--- config.mk ---
export PLATFORM = sky130hd
export DESIGN_NAME = alu_share_arbiter
export DESIGN_NICKNAME = d
export VERILOG_FILES = /design/src/rtl/alu_share_arbiter.sv
export SDC_FILE = /design/constraint.sdc
export NUM_CORES = 1
export LEC_CHECK = 0
export CORE_MARGIN = 4
export CORE_UTILIZATION = 38
export CTS_CLUSTER_DIAMETER = 50
export DETAILED_ROUTE_END_ITERATION = 6
export GPL_TIMING_DRIVEN = 0
export PLACE_DENSITY = 0.8
export SLEW_MARGIN = 5
export SYNTH_ARGS = -nofsm -noshare
export SYNTH_HDL_FRONTEND = slang
export SYNTH_SLANG_ARGS = --single-unit
export TNS_END_PERCENT = 1
--- constraint.sdc ---
create_clock -name clk -period 1.7 [get_ports clk]
set_input_delay 0.425 -clock clk [delete_from_list [all_inputs] [get_ports clk]]
set_output_delay 0.425 -clock clk [all_outputs]
set_load 0.02 [all_outputs]
--- src/rtl/alu_share_arbiter.sv ---
// alu_share_arbiter
//   Two-port round-robin arbiter and sequencer for the single shared ALU.
//   Winner's operands and decoded op are registered toward the ALU; the
//   result is captured one cycle later and returned with a one-cycle done.
//   Fixed 3-cycle turnaround: IDLE -> ISSUE -> DONE -> IDLE.
// Ports
//   clk, reset            clock, async active-low reset
//   req*_i/sel*_i/a*_i/b*_i  requester 0/1 request, {f7,op[2:0],f3[2:0]}, operands
//   done*_o               one-cycle result-valid pulse for requester 0/1
//   result_o, zero_o      captured ALU result / zero flag
//   unsup_o               selector was not a supported encoding (with done)
//   busy_o                high in ISSUE and DONE
//   alu_a_o/alu_b_o/alu_op_o  registered ALU inputs
//   alu_result_i/alu_zero_i   combinational ALU outputs
module alu_share_arbiter #(
    parameter int DATA_WIDTH = 32
) (
    input  logic                  clk,
    input  logic                  reset,
    input  logic                  req0_i,
    input  logic                  req1_i,
    input  logic [6:0]            sel0_i,
    input  logic [6:0]            sel1_i,
    input  logic [DATA_WIDTH-1:0] a0_i,
    input  logic [DATA_WIDTH-1:0] b0_i,
    input  logic [DATA_WIDTH-1:0] a1_i,
    input  logic [DATA_WIDTH-1:0] b1_i,
    output logic                  done0_o,
    output logic                  done1_o,
    output logic [DATA_WIDTH-1:0] result_o,
    output logic                  zero_o,
    output logic                  unsup_o,
    output logic                  busy_o,
    output logic [DATA_WIDTH-1:0] alu_a_o,
    output logic [DATA_WIDTH-1:0] alu_b_o,
    output logic [3:0]            alu_op_o,
    input  logic [DATA_WIDTH-1:0] alu_result_i,
    input  logic                  alu_zero_i
);

    typedef enum logic [1:0] {S_IDLE, S_ISSUE, S_DONE} state_t;

    state_t                r_state, w_state_nxt;
    logic                  r_gnt;     // requester currently being served
    logic                  r_last;    // requester served most recently
    logic                  r_unsup;
    logic [DATA_WIDTH-1:0] r_alu_a, r_alu_b, r_result;
    logic [3:0]            r_alu_op;
    logic                  r_zero;

    logic                  w_gnt_vld, w_gnt_id;
    logic [6:0]            w_sel;
    logic [3:0]            w_op;
    logic                  w_unsup;

    // Selector {f7, op[2:0], f3[2:0]} -> {unsupported, ALU code}
    function automatic logic [4:0] decode(input logic [6:0] sel);
        casez (sel)
            7'b0_000_000: decode = 5'b0_0000;  // ADD
            7'b1_000_000: decode = 5'b0_0001;  // SUB
            7'b?_001_000: decode = 5'b0_0000;  // ADDI
            7'b?_001_110: decode = 5'b0_0011;  // ORI
            7'b?_111_???: decode = 5'b0_0010;  // LUI
            default:      decode = 5'b1_0000;
        endcase
    endfunction

    // On a tie the requester not served last wins
    always_comb begin
        w_gnt_vld = req0_i | req1_i;
        w_gnt_id  = (req0_i & req1_i) ? ~r_last : req1_i;
        w_sel     = w_gnt_id ? sel1_i : sel0_i;
        {w_unsup, w_op} = decode(w_sel);
    end

    // State register
    always_ff @(posedge clk or negedge reset) begin
        if (!reset) r_state <= S_IDLE;
        else        r_state <= w_state_nxt;
    end

    // Next state
    always_comb begin
        w_state_nxt = r_state;
        case (r_state)
            S_IDLE:  if (w_gnt_vld) w_state_nxt = S_ISSUE;
            S_ISSUE: w_state_nxt = S_DONE;
            S_DONE:  w_state_nxt = S_IDLE;
            default: w_state_nxt = S_IDLE;
        endcase
    end

    // Datapath registers; operands are only sampled on the grant edge
    always_ff @(posedge clk or negedge reset) begin
        if (!reset) begin
            r_gnt    <= 1'b0;
            r_last   <= 1'b1;
            r_unsup  <= 1'b0;
            r_alu_a  <= '0;
            r_alu_b  <= '0;
            r_alu_op <= '0;
            r_result <= '0;
            r_zero   <= 1'b0;
        end else begin
            case (r_state)
                S_IDLE: if (w_gnt_vld) begin
                    r_gnt    <= w_gnt_id;
                    r_unsup  <= w_unsup;
                    r_alu_a  <= w_gnt_id ? a1_i : a0_i;
                    r_alu_b  <= w_gnt_id ? b1_i : b0_i;
                    r_alu_op <= w_op;
                end
                S_ISSUE: begin
                    r_result <= alu_result_i;
                    r_zero   <= alu_zero_i;
                end
                S_DONE:  r_last <= r_gnt;
                default: ;
            endcase
        end
    end

    // Outputs: decoded from flops only
    always_comb begin
        busy_o   = (r_state != S_IDLE);
        done0_o  = (r_state == S_DONE) & ~r_gnt;
        done1_o  = (r_state == S_DONE) &  r_gnt;
        unsup_o  = (r_state == S_DONE) &  r_unsup;
        result_o = r_result;
        zero_o   = r_zero;
        alu_a_o  = r_alu_a;
        alu_b_o  = r_alu_b;
        alu_op_o = r_alu_op;
    end

endmodule
# Yosys cells after proc, flatten, opt, wreduce, memory -nomap -nowiden
# Index checks and enable logic that the tools add are counted.
classes:
  add_sub_neg: 0
  n_mul: 0
  div_mod_pow: 0
  n_lt_le_gt_ge: 0
  n_eq_ne: 7
  n_shift: 0
  mux: 7
  n_bitwise: 7
  reduce_logical: 5
ops:
  columns: ["cell", "count"]
  rows:
  - ["$mux W32", 2]
  - ["$pmux W5 S4", 1]
  - ["$eq A6 B4 Y1 const B", 2]
  - ["$eq A7 B7 Y1 const B", 1]
  - ["$logic_not A7 Y1", 1]
  - ["$mux W7", 1]
  - ["$and A1 B1 Y1", 4]
  - ["$pmux W2 S2", 1]
  - ["$eq A3 B3 Y1 const B", 1]
  - ["$eq A2 B1 Y1 const B", 1]
  - ["$eq A2 B2 Y1 const B", 1]
  - ["$logic_not A2 Y1", 1]
  - ["$mux W2", 1]
  - ["$ne A2 B2 Y1 const B", 1]
  - ["$not A1 Y1", 2]
  - ["$reduce_and A2 Y1", 1]
  - ["$reduce_bool A2 Y1", 1]
  - ["$reduce_or A2 Y1", 1]
  - ["$mux W1", 1]
  - ["$or A1 B1 Y1", 1]
word_totals:
  register_bits: 106
  latch_bits: 0
  mem_bits_rw: 0
  romBits: 0
  out_inout_bits: 105
  memories: 0

# Depth between registers and ports, before layout
logic_depth:
  word_depth: 6
  ltp_mapped: 6
  ltp_nobuf: 4

# Worst setup path before layout
# Ideal clock, no wire load.
synth_path:
  path_type: "register -> output"
  start: "reg r_state[0]"
  end: "out done0_o"
  t_arrival_ns: 0.947
  t_required_ns: 1.275
  setup_slack_ns: 0.328
  stages_incl_launch_ff: 3
  path_buffers: 0
  cell_sequence: "dfrtp_1 nor2b_1 nor2b_1"
synth_via:
  elab_chain_len: 2
synth_rtl:
  columns: ["item", "line_no", "source"]
  rows:
  - ["start: declaration", "43", "state_t r_state, w_state_nxt;"]
  - ["start signal: assignment", "79", "else r_state <= w_state_nxt;"]
  - ["$eq A2 B2 Y1", "126", "done0_o = (r_state == S_DONE) & ~r_gnt;"]
  - ["$and A1 B1 Y1", "126", null]
  - ["end: declaration", "28", "output logic done0_o,"]
# No other way between the ends.

# Final worst setup path
layout_path:
  start: "reg r_state[1]"
  end: "out done0_o"
# Same word-level chain as after synthesis.

==> results.md <==
- Status: finished, final reports clean
- WP data arrival: 1240 ps
- Syn Inst Count: 476
- Initial drt markers: 279
- Startpoint types: register
- Worst rel slew slack: 0.553
- Clock Skews: 6.10 ps
- Synth area leader: dfrtp_1
- Top cells by area, synth: dfrtp_1 53%, nand2_1 9.8%, a31oi_1 8.3%
- Sequential area share after synthesis: 0.531
- Hold Path Class: input port to asynchronous set/reset pin
- Final instance area: 0.00816 mm^2
- PnR worst setup slack: 33.3 ps
- Area Growth Syn to Fin: 66.3%
- Clk_lat worst skew: 340 ps
- DR top layer: met4
- DP Area: 0.00796 mm^2
- Via count of the first global-routing pass: 4919
- Chip width: 122 um
- CTS max path bufs: 2
- Drt via density: 4.99
- Die Ht: 122 um
- Clock Sinks: 104
- I/O pin count: 284
- Diode count: 0
- Sequential Area: 0.00261 mm^2
- Crit-path max FO: 4
- Detailed-route via count: 4731
- Share of cells above drive strength 1: 0.170
- Avg WL per Cell: 17.7 um
- DIE AREA: 0.0148 mm^2
- Post-synth top area share: 0.526
- YS warnings: 0
- Met3 WL: 1.28 mm
- H-tree depth: 3
- Initial antenna violation count: 0
- Worst-Margin Slew: 670 ps
- Clock root cell: clkbuf_16
- Crit path time final: 1670 ps
- Netlist Area Pre-Place: 0.00490 mm^2
- CP endpoint kind: output pin
- Hold Vio Cnt, Final: 0
- Setup repair after global routing missed its margin: true
- GP Congestion: 0.825
- Final nets: 950
- FMAX: 0.600 GHz
- Pwr Density: 1690 mW/mm^2
- CTS tree: yes
- Residual DRC: 0
- Final Non-Filler Cells: 948
- Synthesis-stage register bit count: 104
- Period utilisation layout: 0.980
- Final ANT Viol Nets: 0
- R2R Setup Slk: 120 ps
- Slew Limit Fails: 0
- Total routed wirelength: 16.8 mm
- Reg-to-Reg End: alu_b_o[30]$_DFFE_PN0P_
- Cell count after placement: 931
- Crit path kind: register to output pin
- Largest net degree at the start of global routing: 57
- Netlist cell types: 34
- Dpl hpwl: 13.2 mm
- Met2 WL: 8.57 mm
- Initial Utilization: 0.389
- Total GRT Usage: 0.219
- Clock-pin slew on the worst setup and hold paths: 70 ps
- Worst VDD drop: 0.819 mV
- Synthesized area per cell: 10.3 um^2
- Setup violators final: 0
- Core area: 0.0126 mm^2
- GR Overflow Total: 0
- Max-Cap Viols: 0
- WHS: 117 ps
- Pre-CTS setup slack: -331 ps
- I/O Buffers: 281
- Area of the multi-input gates: 0.00197 mm^2
- R2r startpoint: r_state[0]$_DFFE_PN0P_
- TritonRoute pass-1 iters: 4
- Row cnt: 41
- Leak: 3.46 nW
- R2R depth: 6
- Worst endpoint required time: 1270 ps
- First-pass GRT wire length: 25.6 mm
- Most frequent cells in the layout: 176 x clkdlybuf4s50_1, 128 x nand2_1, 102 x dfrtp_1, 99 x dlygate4sd2_1, 65 x a31oi_1
- CTS Buf Count: 9
- Fill cells: 1053
- Hold buffer count at cts: 0
- WL met1: 6.60 mm
- Crit path launch: r_state[1]$_DFFE_PN0P_
- Commonest non-fill, non-tap cell in the layout: clkdlybuf4s50_1
==> per-stage QoR <==
stage / utilization / setup TNS, ps / power (mW)
final: 0.646 / 0 / 13.8
after global routing: 0.646 / -159 / 14.6
after CTS: 0.644 / -98.5 / 13.9
after detailed placement: 0.631 / -18220 / 12.7
after global placement: 0.629 / -389160 / 12.4
after floorplan: - / 0 / 8.79
==> power breakdown <==
part           switching [mW]  internal (mW)
registers               0.733           3.76
logic                    4.10           3.11
clock network           0.952           1.15
==> logic make-up after synthesis <==
family | share of synthesized area
multiplexers | 0.0804
AND/OR/NAND/NOR | 0.125
buffers and inverters | 0.0704
other | 0.000765
flip-flops | 0.531
AO/OA/AOI/OAI | 0.193
==> how the worst max path moves through the flow <==
stage               slack, ps  cells after the start                     end
floorplan                 330                      2                 done0_o
global placement        -3620                      1  alu_a_o[5]$_DFFE_PN0P_
detailed placement       -330                      5  alu_b_o[5]$_DFFE_PN0P_
CTS                      -100                      3                  busy_o
global route              -50                      3                 done0_o
finish                     30                      3                 done0_o
==> final cells by class <==
cell class                 count  area share
buffer                        43      0.0422
tap                          172      0.0264
sequential                   104       0.319
clock buffer                  10      0.0281
inverter                       2    0.000921
timing repair buffer         283       0.333
multi-input combinational    328       0.241
clock inverter                 6     0.00828
==> repair_timing <==
item	CTS	global route
resized for setup	117	10
pin swaps	0	2
endpoints found under the setup margin	103	34
endpoints found under the hold margin	0	0
setup buffers	0	1
==> cell usage after synthesis, drive strengths merged <==
cell / n
a41oi: 1
buf: 36
o211ai: 4
clkbuf: 7
nor2b: 2
nand2b: 1
nor2: 5
dfrtp: 103
or2: 1
mux2: 35
a21bo: 1
a31oi: 65
and2: 2
nor4b: 2
inv: 2
dfstp: 1
a21boi: 2
a41o: 1
o21ai: 2
nand3: 4
a21oi: 66
nor3: 2
and3: 2
conb: 1
nand2: 128
==> worst max-delay path, stage by stage (launching register included) <==
cell and delay, ps:
dfrtp_1 410, nor2b_4 200, nor2b_2 150, buf_4 150
==> per-layer routing <==
layer / global-route usage / up-vias
met1: 0.263 / 2263
li1: - / 2253
met2: 0.389 / 194
met4: 0.0651 / 0
met3: 0.0520 / 21
met5: 0 / -
==> registers in the layout, indices dropped and copies added (netlist names) <==
| signal | cells |
|---|---|
| zero_o | 1 |
| r_gnt | 1 |
| r_state | 2 |
| result_o | 32 |
| alu_op_o | 2 |
| alu_b_o | 32 |
| r_unsup | 1 |
| alu_a_o | 32 |
| r_last | 1 |
No activity file was read; power rests on OpenSTA's default activity.
==> variant 1, RTL diff (same flow settings) <==
Reset style: synchronous (`reset`), changed in 2 clocked blocks. Comments in the files are not updated.
--- a/src/rtl/alu_share_arbiter.sv
+++ b/src/rtl/alu_share_arbiter.sv
@@ -74,7 +74,7 @@
     end
 
     // State register
-    always_ff @(posedge clk or negedge reset) begin
+    always_ff @(posedge clk) begin
         if (!reset) r_state <= S_IDLE;
         else        r_state <= w_state_nxt;
     end
@@ -91,7 +91,7 @@
     end
 
     // Datapath registers; operands are only sampled on the grant edge
-    always_ff @(posedge clk or negedge reset) begin
+    always_ff @(posedge clk) begin
         if (!reset) begin
             r_gnt    <= 1'b0;
             r_last   <= 1'b1;
Behaviour: differs if reset is asserted again (counterexample within 4 cycles, from zero or initial values and one cycle with reset low); with reset held inactive, the same outputs for 4 cycles.
==> variant 1 against the original RTL <==
  * Final area fell by 2.3%
  * Global-route usage is 0.30 points lower
  * Routed wire length fell by 6.5%
  * Sequential cell count did not move
  * Area after synthesis fell by 5.8%
  * Via count decreased by 2.4%
  * Worst setup slack improved by 0.026 ns
  * Die area shrank 5.4%
  * Core utilization grew 2.0 points
  * Count of clock-buffer cells in the layout shrank 1
  * Critical path type unchanged
Power is not compared: it rests on default switching activity, and its combinational part moved more than twofold at a synthesized area within 25%.
==> variant 1: results (changes against the original RTL) <==
[outcome]
outcome = finished, final reports clean  ; unchanged

[critical_path]
r2r_start = r_state[0]  ; unchanged
r2r_end = alu_b_o[29]  ; was alu_b_o[30]
critPathArrivalTime_ns = 1.22  ; was 1.24 ns
cp_max_fo = 4  ; unchanged

[global_route]
antenna_found_initial = 0  ; unchanged
grt_use_total_pct = 21.6  ; was 21.9%
grt_max_degree = 18  ; was 57
grt_pass1_wl_mm = 24.6  ; was 25.6 mm
grt_pass1_vias = 4892  ; was 4919

[layout]
antenna_cells = 0  ; unchanged
fin_nets = 952  ; was 950
drive_above_1_share_pct = 9.13  ; was 17.0%

[logic_synthesis]
synth-xor-area-share_pct = 0  ; unchanged
synthMuxAreaShare_pct = 14.7  ; was 8.04%
synth-compound-area-share_pct = 20.4  ; was 19.3%
synth_cell_types = 30  ; was 34
synthTopCellsByArea = dfxtp_1, mux2i_1, o211a_1, nand2_1, a21boi_0  ; was dfrtp_1, nand2_1, a31oi_1, mux2_2, a21oi_2
async_flop_share_pct = 0  ; was 100%
ys_seq_area_share_pct = 45.1  ; was 53.1%
synth_commonest_cells = nand2_1, dfxtp_1, mux2i_1, o211a_1, a21boi_0  ; was nand2_1, dfrtp_1, a31oi_1, a21oi_1, mux2_2

[place]
pre_cts_ws_ns = -0.541  ; was -0.331 ns
dp_hpwl_mm = 12.5  ; was 13.2 mm
globalplace.congestion = 0.820  ; was 0.825
io_buffers = 281  ; unchanged

[timing]
fin_skew_ns = 0.00585  ; was 0.00610 ns
setup_ws_ns = 0.0590  ; was 0.0333 ns

[routing]
vias_per_cell = 4.99  ; about the same
wl_mm = 15.7  ; was 16.8 mm
drt_iter0_markers = 194  ; was 279

[hold_path]
min_path_type = flip-flop to flip-flop  ; was input pin to async pin
whs_path_depth = 2

[cts]
numCtsBuffers = 9  ; unchanged

==> variant 1: worst max-delay path by stage <==
| stage | startpoint | end | depth (start not counted) |
|---|---|---|---|
| CTS | req1_i | alu_a_o[5] | 7 |
| global route | reset | alu_b_o[5] | 4 |
| floorplan | req1_i | r_unsup | 5 |
| finish | r_state[0] | busy_o | 2 |
| detailed placement | reset | alu_b_o[22] | 4 |
| global placement | reset | alu_a_o[2] | 4 |
==> variant 1: logic make-up after synthesis <==
family / count (synthesis)
buffers and inverters: 44
multiplexers: 68
AND/OR/NAND/NOR: 157
AO/OA/AOI/OAI: 104
flip-flops: 104
other: 1
==> variant 1: power by group <==
group | total, mW | internal (mW) | leakage (nW) | switching, mW
Combinational | 1.91 | 0.966 | 2.99 | 0.945
Clock | 2.36 | 1.45 | 0.170 | 0.917
Sequential | 2.80 | 2.67 | 0.860 | 0.123
==> variant 1: per-layer routing <==
layer  vias up  wire [um]  global-route usage, %
met5         -          0                      0
met4         0        358                   7.47
met3        27       1370                   6.84
met2       196       8000                   38.9
met1      2134       5970                   23.7
li1       2261          -                      -
==> variant 1: worst max-delay path, stage by stage, from the launching register on <==
cell and delay [ns]:
dfxtp_1 0.35, or2_4 0.26, clkdlybuf4s15_2 0.27
==> variant 1: what timing repair did <==
action | in CTS | in global routing
setup buffers | 0 | 1
cloned | 0 | 1
pin swaps | 0 | 2
endpoints found under the setup margin | 165 | 69
gates resized for setup | 122 | 38
==> variant 1: final cells by class <==
cell class,count,area (sq um)
repair buffers,283,2700
clock inverters,7,118
plain buffers,43,303
multi-input cells,331,2350
flip-flops and latches,104,2080
fillers,996,3990
clock buffers,9,225
well taps,147,184
inverters,1,3.75
==> variant 1: stage by stage <==
step                      hold slack, ns  util [%]  instance area [sq um]   TNS, ns  cells
after global placement             0.450      63.7                   7620    -30.86    907
after global routing               0.488      66.6                   7970  -0.00784    925
after floorplan                    0.442         -                   4620         0    479
final                              0.459      66.6                   7970         0    925
after detailed placement           0.455      63.7                   7620    -32.57    907
after CTS                          0.462      65.6                   7850    -0.725    923
==> variant 2, RTL diff (config.mk and constraints unchanged) <==
Made on the original files. `DATA_WIDTH`: 32 -> 16.
--- a/src/rtl/alu_share_arbiter.sv
+++ b/src/rtl/alu_share_arbiter.sv
@@ -13,7 +13,7 @@
 //   alu_a_o/alu_b_o/alu_op_o  registered ALU inputs
 //   alu_result_i/alu_zero_i   combinational ALU outputs
 module alu_share_arbiter #(
-    parameter int DATA_WIDTH = 32
+    parameter int DATA_WIDTH = 16
 ) (
     input  logic                  clk,
     input  logic                  reset,
Ports: changed (8 resized); port bits go from 284 to 156. The function was not compared with the original's and may differ.
==> variant 2 against the original RTL <==
  * Hold slack lost 0.0028 ns
  * Worst setup slack gained 0.029 ns
  * Area after synthesis shrank 46%
  * Final cell count shrank 47%
  * Largest cell class unchanged
  * Final area shrank 47%
  * Power shrank 50%
  * Routed wire length shrank 52%
  * Sequential cell count shrank 48
  * Critical endpoint unchanged
  * Largest power group unchanged
==> variant 2: results (changes against the original RTL) <==
[outcome]
outcome = finished, final reports clean  ; unchanged

[routing]
via_count = 2611  ; was 4731
ant_nets = 0  ; unchanged
wl_met3_um = 517  ; was 1.28 mm
drt_iter0_markers = 97  ; was 279
met2_length_mm = 4.13  ; was 8.57 mm
wl_per_cell_um = 15.8  ; was 17.7 um
drt-met1-wl_mm = 3.26  ; was 6.60 mm

[layout]
fin_nets = 524  ; was 950
fillers = 601  ; was 1053
instances_no_fill = 506  ; was 948
drive_above_1_share_pct = 14.8  ; was 17.0%

[logic_synthesis]
async_flop_share_pct = 100  ; unchanged
synth-compound-area-share_pct = 17.9  ; was 19.3%
ys_seq_area_share_pct = 53.2  ; was 53.1%
netlist_instances = 262  ; was 476
synthTopCellsByArea = dfrtp_1, nand2_1, a31oi_1, mux2_2, a21oi_1  ; was dfrtp_1, nand2_1, a31oi_1, mux2_2, a21oi_2
synthMuxAreaShare_pct = 8.26  ; was 8.04%
synth_commonest_cells = nand2_1, dfrtp_1, a21oi_1, a31oi_1, mux2_2  ; was nand2_1, dfrtp_1, a31oi_1, a21oi_1, mux2_2

[place]
io_buffers = 153  ; was 281
placed_area_sq_mm = 0.00429  ; was 0.00796 sq mm
pre_cts_ws_ns = -0.260  ; was -0.331 ns
numPlacedInstances = 497  ; was 931
globalplace.congestion = 0.739  ; was 0.825

[global_route]
grt_pass1_wl_mm = 13.0  ; was 25.6 mm
globalRouteMet1Util_pct = 22.3  ; was 26.3%
use_met3_pct = 5.22  ; was 5.20%
grt.met2_usage_pct = 35.2  ; was 38.9%
grt_pass1_vias = 2650  ; was 4919
grt_use_total_pct = 19.1  ; was 21.9%
grt_max_degree = 32  ; was 57

[cts]
path_clk_slew_ns = 0.10  ; was 0.07 ns
root_buffer = clkbuf_8  ; was clkbuf_16
clk_latency_ns = 0.30  ; was 0.34 ns
numCtsBuffers = 5  ; was 9
htreeDepth = 2  ; was 3
clock_path_buffers = 2  ; unchanged

[power]
ir_drop_mv = 0.588  ; was 0.819 mV
power_density_mw_per_mm2 = 1590  ; was 1690 mW/mm^2
power_leakage_nw = 1.96  ; was 3.46 nW

[critical_path]
critPathArrivalTime_ns = 1.21  ; was 1.24 ns
slowest_delay_ns = 0.43  ; was 0.41 ns

[timing]
max_slew_margin_pct = 60.1  ; was 55.3%

variant 2: cell count changes in the layout (fill, tap and decap cells not counted), moves of 5 or more:
cell,unedited run,this run
clkbuf_8,0,5
dlymetal6s2s_1,1,13
buf_2,14,5
mux2_2,35,18
a21oi_2,30,0
dlygate4sd2_1,99,38
clkbuf_16,9,0
clkdlybuf4s50_1,176,97
nand2_1,128,64
clkbuf_1,7,0
buf_4,11,19
dfrtp_1,102,54
buf_6,11,3
a31oi_1,65,33
variant 2: timing repair:
item / CTS / global route
setup endpoints to repair: 42 / 17
endpoints found under the hold margin: 0 / 0
buffers inserted: 1 / 0
pin swaps: 1 / 0
gates resized for setup: 55 / 18
gates cloned: 0 / 0
variant 2: area by class of cell:
type                       count  area share (%)
inverter                       2           0.172
buffer                        21            3.70
tap                           80            2.29
timing repair buffer         155            35.0
clock buffer                   5            1.58
multi-input combinational    184            24.7
clock inverter                 3           0.430
sequential                    56            32.2
variant 2: report_power, final:
part / total (mW) / switching [mW] / leakage [nW] / internal (mW)
logic: 3.84 / 2.10 / 1.28 / 1.74
clock network: 0.725 / 0.436 / 0.0479 / 0.289
registers: 2.38 / 0.359 / 0.638 / 2.02
total: 6.95 / 2.90 / 1.96 / 4.05
variant 2: path summary, 6_finish.rpt:
path                            slack, ns      endpoint  depth (start not counted)
worst max-delay path                 0.06       done0_o                          3
worst min-delay path                 0.11   alu_b_o[10]                          1
worst max register to register       0.34    alu_b_o[2]                          5
worst min register to register       0.51  result_o[14]                          1
max in group asynchronous            1.00    alu_b_o[1]                          2
min in group clk                     0.51  result_o[14]                          1
variant 2: through the flow:
step           hold slack, ns  total power, mW
2_1_floorplan           0.129             4.64
3_3_place_gp            0.487             6.53
3_5_place_dp            0.464             6.65
4_1_cts                 0.124             7.06
5_1_grt                 0.153             7.41
6_report                0.114             6.95
